==> src/rtl/mio_clknrst_gen_pkg.sv <==
// mio_clknrst_gen_pkg: shared types, defaults and helpers for the multi-channel clock/reset generator.
`default_nettype none

package mio_clknrst_gen_pkg;

  localparam int CFG_DIV_W = 8;
  localparam int CFG_RST_W = 8;
  localparam int DEF_DIV   = 5;
  localparam int DEF_RST   = 4;

  typedef enum logic [1:0] {
    IDLE     = 2'd0,
    RESET    = 2'd1,
    RUN      = 2'd2,
    STOPPING = 2'd3
  } ch_state_e;

  typedef struct packed {
    logic [CFG_DIV_W-1:0] div;
    logic [CFG_RST_W-1:0] rst;
  } ch_cfg_t;

  // A zero half-period or hold count would stall the counters, so both floor at one.
  function automatic ch_cfg_t clamp_min1(input ch_cfg_t c);
    ch_cfg_t r;
    r.div = (c.div == '0) ? CFG_DIV_W'(1) : c.div;
    r.rst = (c.rst == '0) ? CFG_RST_W'(1) : c.rst;
    return r;
  endfunction

endpackage

`default_nettype wire

==> src/rtl/mio_clknrst_gen_ch.sv <==
// mio_clknrst_gen_ch: one output channel -- divided clock, paired resets and the IDLE/RESET/RUN/STOPPING FSM.
`default_nettype none

module mio_clknrst_gen_ch
  import mio_clknrst_gen_pkg::*;
(
  input  logic    clk,
  input  logic    reset,
  input  ch_cfg_t cfg_i,
  input  logic    start_i,
  input  logic    stop_i,
  output logic    idle_o,
  output logic    ch_clk_o,
  output logic    ch_reset_o,
  output logic    ch_reset_n_o,
  output logic    ch_running_o
);

  ch_state_e            state_q;
  ch_cfg_t              work_q;
  logic [CFG_DIV_W-1:0] hc_q;
  logic [CFG_RST_W-1:0] rc_q;
  logic                 clk_q;
  logic                 rst_q;
  logic                 rst_n_q;
  logic                 run_q;
  logic                 hc_last;

  assign hc_last = (hc_q == (work_q.div - CFG_DIV_W'(1)));

  always_ff @(posedge clk or posedge reset) begin
    if (reset) begin
      state_q <= IDLE;
      work_q  <= '0;
      hc_q    <= '0;
      rc_q    <= '0;
      clk_q   <= 1'b0;
      rst_q   <= 1'b1;
      rst_n_q <= 1'b0;
      run_q   <= 1'b0;
    end else begin
      case (state_q)
        IDLE: begin
          if (start_i && !stop_i) begin
            state_q <= RESET;
            work_q  <= clamp_min1(cfg_i);
            hc_q    <= '0;
            rc_q    <= '0;
          end
        end
        RESET, RUN: begin
          if (stop_i) begin
            rst_q   <= 1'b1;
            rst_n_q <= 1'b0;
            run_q   <= 1'b0;
            // Low clock, or a falling toggle due now: park low at once; otherwise finish the high phase.
            if (!clk_q || hc_last) begin
              clk_q   <= 1'b0;
              hc_q    <= '0;
              state_q <= IDLE;
            end else begin
              hc_q    <= hc_q + CFG_DIV_W'(1);
              state_q <= STOPPING;
            end
          end else if (hc_last) begin
            hc_q  <= '0;
            clk_q <= ~clk_q;
            if (!clk_q) begin
              if (state_q == RESET) rc_q <= rc_q + CFG_RST_W'(1);
            end else if (state_q == RESET && rc_q >= work_q.rst) begin
              state_q <= RUN;
              rst_q   <= 1'b0;
              rst_n_q <= 1'b1;
              run_q   <= 1'b1;
            end
          end else begin
            hc_q <= hc_q + CFG_DIV_W'(1);
          end
        end
        STOPPING: begin
          if (hc_last) begin
            hc_q    <= '0;
            clk_q   <= 1'b0;
            state_q <= IDLE;
          end else begin
            hc_q <= hc_q + CFG_DIV_W'(1);
          end
        end
        default: state_q <= IDLE;
      endcase
    end
  end

  assign idle_o       = (state_q == IDLE);
  assign ch_clk_o     = clk_q;
  assign ch_reset_o   = rst_q;
  assign ch_reset_n_o = rst_n_q;
  assign ch_running_o = run_q;

endmodule

`default_nettype wire

==> src/rtl/mio_clknrst_gen.sv <==
// mio_clknrst_gen: multi-channel clock/reset generator top -- config register file, ready mux, channel array.
`default_nettype none

module mio_clknrst_gen
  import mio_clknrst_gen_pkg::ch_cfg_t;
  import mio_clknrst_gen_pkg::CFG_DIV_W;
  import mio_clknrst_gen_pkg::CFG_RST_W;
#(
  parameter  int NUM_CH  = 4,
  parameter  int DIV_W   = 8,
  parameter  int RST_W   = 8,
  parameter  int DEF_DIV = mio_clknrst_gen_pkg::DEF_DIV,
  parameter  int DEF_RST = mio_clknrst_gen_pkg::DEF_RST,
  localparam int CH_W    = (NUM_CH > 1) ? $clog2(NUM_CH) : 1
) (
  input  logic              clk,
  input  logic              reset,
  input  logic              cfg_valid,
  output logic              cfg_ready,
  input  logic [CH_W-1:0]   cfg_ch,
  input  logic [DIV_W-1:0]  cfg_div,
  input  logic [RST_W-1:0]  cfg_rst,
  input  logic [NUM_CH-1:0] start,
  input  logic [NUM_CH-1:0] stop,
  output logic [NUM_CH-1:0] ch_clk,
  output logic [NUM_CH-1:0] ch_reset,
  output logic [NUM_CH-1:0] ch_reset_n,
  output logic [NUM_CH-1:0] ch_running
);

  logic [NUM_CH-1:0] idle;

  // Out-of-range channel numbers read as ready so such writes drain harmlessly.
  always_comb begin
    cfg_ready = 1'b1;
    for (int i = 0; i < NUM_CH; i++) begin
      if (cfg_ch == CH_W'(i)) cfg_ready = idle[i];
    end
  end

  for (genvar g = 0; g < NUM_CH; g++) begin : g_ch
    ch_cfg_t cfg_q;

    always_ff @(posedge clk or posedge reset) begin
      if (reset) begin
        cfg_q.div <= CFG_DIV_W'(DEF_DIV);
        cfg_q.rst <= CFG_RST_W'(DEF_RST);
      end else if (cfg_valid && cfg_ready && (cfg_ch == CH_W'(g))) begin
        cfg_q.div <= CFG_DIV_W'(cfg_div);
        cfg_q.rst <= CFG_RST_W'(cfg_rst);
      end
    end

    mio_clknrst_gen_ch u_ch (
      .clk          (clk),
      .reset        (reset),
      .cfg_i        (cfg_q),
      .start_i      (start[g]),
      .stop_i       (stop[g]),
      .idle_o       (idle[g]),
      .ch_clk_o     (ch_clk[g]),
      .ch_reset_o   (ch_reset[g]),
      .ch_reset_n_o (ch_reset_n[g]),
      .ch_running_o (ch_running[g])
    );
  end

endmodule

`default_nettype wire

==> config.mk <==
export PLATFORM = sky130hd
export DESIGN_NAME = mio_clknrst_gen
export DESIGN_NICKNAME = d
export VERILOG_FILES = /design/src/rtl/mio_clknrst_gen_pkg.sv /design/src/rtl/mio_clknrst_gen_ch.sv /design/src/rtl/mio_clknrst_gen.sv
export SDC_FILE = /design/constraint.sdc
export NUM_CORES = 1
export LEC_CHECK = 0
export CAP_MARGIN = 20
export CORE_ASPECT_RATIO = 2
export CORE_UTILIZATION = 30
export CTS_BUF_LIST = sky130_fd_sc_hd__clkbuf_8
export DETAILED_ROUTE_END_ITERATION = 8
export MAX_ROUTING_LAYER = met4
export PLACE_DENSITY_LB_ADDON = 0.12
export SETUP_SLACK_MARGIN = 0.5
export SYNTH_ARGS = -nofsm -noshare
export SYNTH_HDL_FRONTEND = slang
export SYNTH_HIERARCHICAL = 1
export SYNTH_SLANG_ARGS = --single-unit
==> constraint.sdc <==
create_clock -name clk -period 2.7 [get_ports clk]
set_input_delay 0.81 -clock clk [delete_from_list [all_inputs] [get_ports clk]]
set_output_delay 0.81 -clock clk [all_outputs]
set_load 0.03 [all_outputs]
==> flow_summary.json, run 1 <==
{
  "wirelength_um": 32500,
  "num_rows": 103,
  "endpoint_kind": "output port",
  "grt_pass1_vias": 9694,
  "synth_top_area_share": 0.408,
  "die_area_um2": 40900,
  "drt_first_pass_iters": 6,
  "drv_cap": 0,
  "cts_tree": "built",
  "path_class": "reg2out",
  "cts_sinks": 212,
  "synth_edf_count": 0,
  "setup_slack_ns": -0.0469,
  "min_period_ns": 2.75,
  "overflow": 0,
  "synth-main-ff-cell": "dfrtp_1",
  "start_util": 0.305,
  "dieHeight_um": 285,
  "tightest_slew_ns": 0.940,
  "start_kind": "register",
  "syn_avg_cell_area_um2": 10.9,
  "synth_area_leaders": "dfrtp_1 41%, mux2_2 11%, ha_1 6.7%, dfstp_2 3.5%, inv_1 2.7%",
  "drc": 0,
  "synth.distinct_cells": 88,
  "vdd_drop_max_mv": 0.380,
  "worstPathArrival_ns": 1.94,
  "yosysSeqAreaShare": 0.443,
  "num_vias": 9100,
  "hold_path.class": "reg2reg",
  "worstPathRequired_ns": 1.89,
  "synth_top_cell_by_area": "dfrtp_1",
  "syn_area_um2": 12000,
  "grt_antenna_before_repair": 1,
  "hold_violations": 0,
  "drtIter0Drc": 314,
  "ys_top_cells_by_count": "196 x dfrtp_1, 121 x mux2_2, 86 x inv_1, 74 x nand2_1, 64 x ha_1",
  "dp_slack_ns": -0.436,
  "grtUsageTotal": 0.170,
  "cts_made_buffers": 36,
  "ys_warn_count": 6,
  "io_buffers": 45,
  "hpwl_um": 22800,
  "power_density_nw_per_um2": 1080,
  "clockBufferDepth": 3,
  "synth_nets": 1198,
  "core_um2": 39400,
  "p_leak_nw": 6.87,
  "finalClockSkew_ns": 0.0207,
  "setup_viol": 1,
  "hold_buffers": 0,
  "gp_congestion": 0.825,
  "status": "finished with violations",
  "ys_ff_latch": 212,
  "slew_headroom": 0.371,
  "layout-drive-gt1-share": 0.379,
  "grt_max_degree": 38,
  "die_x_um": 143,
  "cts-htree-levels": 2,
  "routed_via_density": 4.96,
  "clock-root-buffer": "clkbuf_8",
  "ant_nets": 0,
  "async_flop_share": 1.00,
  "ios": 46,
  "fill_cells": 3981,
  "drv_slew": 0,
  "grt_pass1_wl_um": 52300,
  "max_freq_mhz": 364,
  "rsz0062_at_grt": "yes",
  "post-route-util": 0.400,
  "fin_nets": 1375,
  "wl_per_cell_um": 17.7,
  "worstPathMaxFanout": 2,
  "postSynthCellCount": 1105,
  "violations": "negative setup slack",
  "syn_to_final_growth_pct": 31.4,
  "clkTransAtPathRegs_ns": 0.07,
  "clock_latency_ns": 0.56,
  "period_share": 1.02,
  "setup_tns_ns": -0.0469,
  "yosysMostFrequentCell": "dfrtp_1"
}
where the power goes:
part | leakage, nW | switching, mW | internal (mW) | total, mW
clock | 0.446 | 1.44 | 1.78 | 3.22
sequential | 2.64 | 1.11 | 4.45 | 5.56
combinational | 3.78 | 4.18 | 4.17 | 8.35
total | 6.87 | 6.72 | 10.4 | 17.1
cell type report:
type / count / area [um2] / share of cell area
diodes: 1 / 2.50 / 0.000159
clock buffers: 41 / 564 / 0.0358
clock inverters: 25 / 213 / 0.0135
inverters: 87 / 347 / 0.0220
multi-input cells: 773 / 7090 / 0.449
flip-flops and latches: 212 / 5330 / 0.338
well taps: 525 / 657 / 0.0416
repair buffers: 172 / 1580 / 0.100
cells in the final DEF, fill, tap and decap left out, types with 6 or more instances in the layout:
cell type	synthesis	final
o22ai_2	1	7
a22o_1	15	15
xor2_1	18	18
buf_12	0	9
a32o_1	7	7
dfrtp_1	196	192
inv_2	1	9
o21ai_1	36	22
clkdlybuf4s50_1	0	27
ha_1	64	55
a21oi_1	33	23
mux2_2	121	121
nor2b_1	8	8
inv_1	86	90
mux2i_1	19	16
nor2_1	34	33
nand3b_1	9	9
a21oi_2	1	7
buf_2	5	7
ha_4	0	8
o21ai_0	20	14
nor4_1	10	8
nand4_1	7	7
a31oi_4	0	12
dfstp_2	16	16
o21ai_2	1	17
nor3_1	40	30
nand3_1	41	40
nor3_4	0	6
nand2b_1	27	25
buf_4	6	90
a21o_1	13	13
xnor2_1	23	22
buf_6	5	27
a31oi_1	18	6
clkbuf_8	0	41
and3_1	9	8
nand2_1	74	66
cells by family (layout without fill, tap and decap cells):
logic type,count (synthesis),in the layout,share of synthesized area
mux,143,143,0.133
buf+inv,121,325,0.0433
compound gates,215,216,0.139
xor+xnor,44,44,0.0358
simple gates,306,306,0.139
flops,212,212,0.443
other cells,0,1,0
fa+ha+maj,64,64,0.0667
metrics by stage:
stage	total power [mW]	cell area [um2]	hold WS, ns	instances
floorplan	10.1	12100	0.456	1105
global placement	12.0	13600	0.470	1706
detailed placement	12.1	13600	0.474	1706
CTS	16.4	15100	0.479	1809
global route	18.4	15800	0.490	1836
finish	17.1	15800	0.468	1836
worst max-delay path, cell delays in order, from the launching register on:
cell and delay [ns]:
dfrtp_1 0.36, inv_2 0.06, ha_4 0.17, buf_6 0.12
mux4_2 0.50, buf_6 0.17
timing repair:
item / in CTS / in global routing
resized for setup: 144 / 104
gates cloned: 2 / 1
setup buffers: 35 / 25
pin swaps: 47 / 46
endpoints found under the setup margin: 95 / 82
metal layers:
layer | global-route usage | vias up | wire length [um] | share of wire
met4 | 0.0779 | 0 | 1250 | 0.038
met2 | 0.319 | 121 | 18400 | 0.57
met5 | - | - | 0 | 0
li1 | - | 4368 | - | -
met1 | 0.171 | 4547 | 12000 | 0.37
met3 | 0.0223 | 64 | 847 | 0.026
path summary, 6_finish.rpt:
kind                                               from                 endpoint  slack, ns  cells after the start
worst max-delay path            g_ch[2].u_ch/state_q[1]                cfg_ready      -0.05                      5
worst min-delay path            g_ch[3].u_ch/ch_reset_o  g_ch[3].u_ch/ch_reset_o       0.47                      2
worst max register to register  g_ch[2].u_ch/state_q[1]     g_ch[2].u_ch/rc_q[2]       0.07                     10
worst min register to register  g_ch[3].u_ch/ch_reset_o  g_ch[3].u_ch/ch_reset_o       0.47                      2
max in group asynchronous                         reset         g_ch[2].cfg_q[8]       1.29                      3
min in group asynchronous                         reset         g_ch[0].cfg_q[3]       0.85                      2
flip-flops by register name, indices dropped and copies added (netlist names):
name and cells:
g_ch.u_ch/ch_reset_o 4, g_ch.cfg_q 64, g_ch.u_ch/work_q 64, g_ch.u_ch/ch_clk_o 4
g_ch.u_ch/ch_running_o 4, g_ch.u_ch/state_q 8, g_ch.u_ch/rc_q 32, g_ch.u_ch/hc_q 32
(Power assumes the default switching activity.)
==> run 2: changes to the inputs <==
==> constraint.sdc (replaced) <==
create_clock -name clk -period 2.7 [get_ports clk]
set_input_delay 0.81 -clock clk [delete_from_list [all_inputs] [get_ports clk]]
set_output_delay 0.81 -clock clk [all_outputs]
set_load 0.05 [all_outputs]
==> run 2 against run 1 <==
Effect of this change: the run still ends with negative setup slack left; sequential share of layout area grew 0.13 points; clock skew up 0.014 ns; final cell count down 0.49%; global-route usage is 0.24 points lower; critical path depth stayed put; core utilization is 0.19 points lower; hold slack lost 0.013 ns; fmax down 1.5%; first-iteration DRC count did not move; via count is essentially flat; register-to-register slack got worse by 0.11 ns; critical endpoint unchanged; highest routed layer unchanged.
==> flow_summary.json, run 2 (synthesis results as in run 1) <==
{
  "reg_top3": "g_ch.cfg_q x64, g_ch.u_ch/work_q x64",
  "hpwl_um": 22700,
  "multiInputGateArea_um2": 7080,
  "cts-htree-levels": 2,
  "grt_pass1_vias": 9676,
  "ff2ff_path_depth": 10,
  "worstHoldPathCells": 2,
  "clkTransAtPathRegs_ns": 0.07,
  "status": "finished with violations",
  "seq_power_share": 0.326,
  "layout-drive-gt1-share": 0.380,
  "layout_common_cells": "195 x dfrtp_1, 121 x mux2_2, 89 x buf_4",
  "hold_buffers": 0,
  "drv_slew": 0,
  "clock_latency_ns": 0.58,
  "min_period_ns": 2.79,
  "start_kind": "register",
  "cts_tree": "built",
  "overflow": 0,
  "clockBufferDepth": 3,
  "final_common_cell": "dfrtp_1",
  "swShare": 0.395,
  "period_share": 1.03,
  "hold_path.class": "reg2reg",
  "fin_nets": 1366,
  "p_leak_nw": 6.83,
  "wirelength_um": 32200,
  "rsz0062_at_grt": "yes",
  "dp.cells": 1707,
  "instances_no_fill": 1827,
  "core_um2": 39400,
  "num_rows": 103,
  "tightest_slew_ns": 0.898,
  "dieHeight_um": 285,
  "clock-root-buffer": "clkbuf_8",
  "grt_antenna_before_repair": 1,
  "ios": 46,
  "max_freq_mhz": 359,
  "setup_slack_ns": -0.0891,
  "path_class": "reg2out",
  "fill_cells": 3980,
  "syn_to_final_growth_pct": 30.8,
  "drtIter0Drc": 314,
  "setup_tns_ns": -0.192,
  "num_vias": 9095,
  "worstPathArrival_ns": 1.98,
  "wl_per_cell_um": 17.6,
  "ff_latch_area_um2": 5330,
  "drt_first_pass_iters": 4,
  "endpoint_kind": "output port",
  "clkPwrFrac": 0.188,
  "io_buffers": 45,
  "routed_via_density": 4.98,
  "pwr-share-comb": 0.487,
  "hold_violations": 0,
  "slew_headroom": 0.399,
  "start_util": 0.305,
  "violations": "negative setup slack",
  "die_x_um": 143,
  "ant_nets": 0,
  "p_switching_mw": 6.71,
  "final_cell_area_um2": 15700,
  "cpMaxStageDelayCell": "mux4_2",
  "grtUsageTotal": 0.168,
  "power_density_nw_per_um2": 1080,
  "cts_sinks": 212,
  "power_mw": 17.0,
  "finalClockSkew_ns": 0.0343,
  "dpl-instance-area_um2": 13600,
  "grt_pass1_wl_um": 51600,
  "internal-power_mw": 10.3,
  "setup_viol": 4,
  "grt_max_degree": 38,
  "worstPathRequired_ns": 1.89,
  "vdd_drop_max_mv": 0.555,
  "drv_cap": 0,
  "rrSetupSlack_ns": -0.04,
  "gp_congestion": 0.819,
  "max_stage_delay_ns": 0.51,
  "drc": 0,
  "worstPathMaxFanout": 3,
  "cts_made_buffers": 36,
  "crit_chain": "inv_2 -> ha_4 -> buf_6 -> mux4_2 -> buf_8",
  "die_area_um2": 40900
}
run 2: changes by cell type in the layout (fill, tap and decap cells not counted), sizes merged:
cell | previous run | this run
inv | 100 | 103
clkinv | 5 | 3
clkinvlp | 3 | 1
clkbuf | 46 | 48
bufinv | 4 | 3
clkdlybuf4s15 | 5 | 6
buf | 134 | 120
clkdlybuf4s18 | 0 | 4
run 2: worst paths after layout:
kind / start / end
max: g_ch[2].u_ch/state_q[1] / cfg_ready
min: g_ch[3].u_ch/ch_reset_o / g_ch[3].u_ch/ch_reset_o
max reg2reg: g_ch[2].u_ch/state_q[1] / g_ch[2].u_ch/rc_q[5]
min reg2reg: g_ch[3].u_ch/ch_reset_o / g_ch[3].u_ch/ch_reset_o
max in group asynchronous: reset / g_ch[1].cfg_q[2]
min in group asynchronous: reset / g_ch[3].cfg_q[1]
run 2: power groups by stage:
stage                     combinational [mW]  sequential (mW)  clock, mW
after floorplan                         4.82             5.32          0
after global placement                  6.49             5.59          0
after detailed placement                6.59             5.60          0
after CTS                               7.62             5.54       3.33
after global routing                    9.07             5.72       3.46
final                                   8.26             5.53       3.19
run 2: repair_timing:
item	in CTS	in global routing
pin swaps	57	47
gates resized for setup	167	96
endpoints found under the setup margin	105	85
buffers inserted	35	15
gates cloned	2	1
run 2: layout make-up:
class                           instances  share of cell area
Antenna cell                            1            0.000159
Clock inverter                         23              0.0117
Tap cell                              525              0.0418
Inverter                               87              0.0221
Clock buffer                           43              0.0377
Timing Repair Buffer                  163              0.0971
Multi-Input combinational cell        773               0.450
Sequential cell                       212               0.339
run 2: per-stage QoR:
stage	utilization	hold WS (ns)	setup slack, ns
floorplan	-	0.456	0.309
global placement	0.345	0.466	-0.456
detailed placement	0.345	0.465	-0.472
CTS	0.384	0.476	-0.138
global route	0.398	0.483	-0.148
finish	0.398	0.456	-0.0891
run 2: critical path: cells and delay by family, from the launching register on:
family | cells | cell delay, ns
mux | 1 | 0.51
buf+inv | 3 | 0.36
fa+ha+maj | 1 | 0.16
flops | 1 | 0.36
run 2: per-layer routing:
layer  track usage  routed length (um)  part of all wire  vias up
li1              -                   -                 -     4358
met1         0.167               11900              0.37     4564
met2         0.321               18400              0.57      111
met3        0.0205                 779             0.024       62
met4        0.0676                1120             0.035        0
met5             -                   0                 0        -
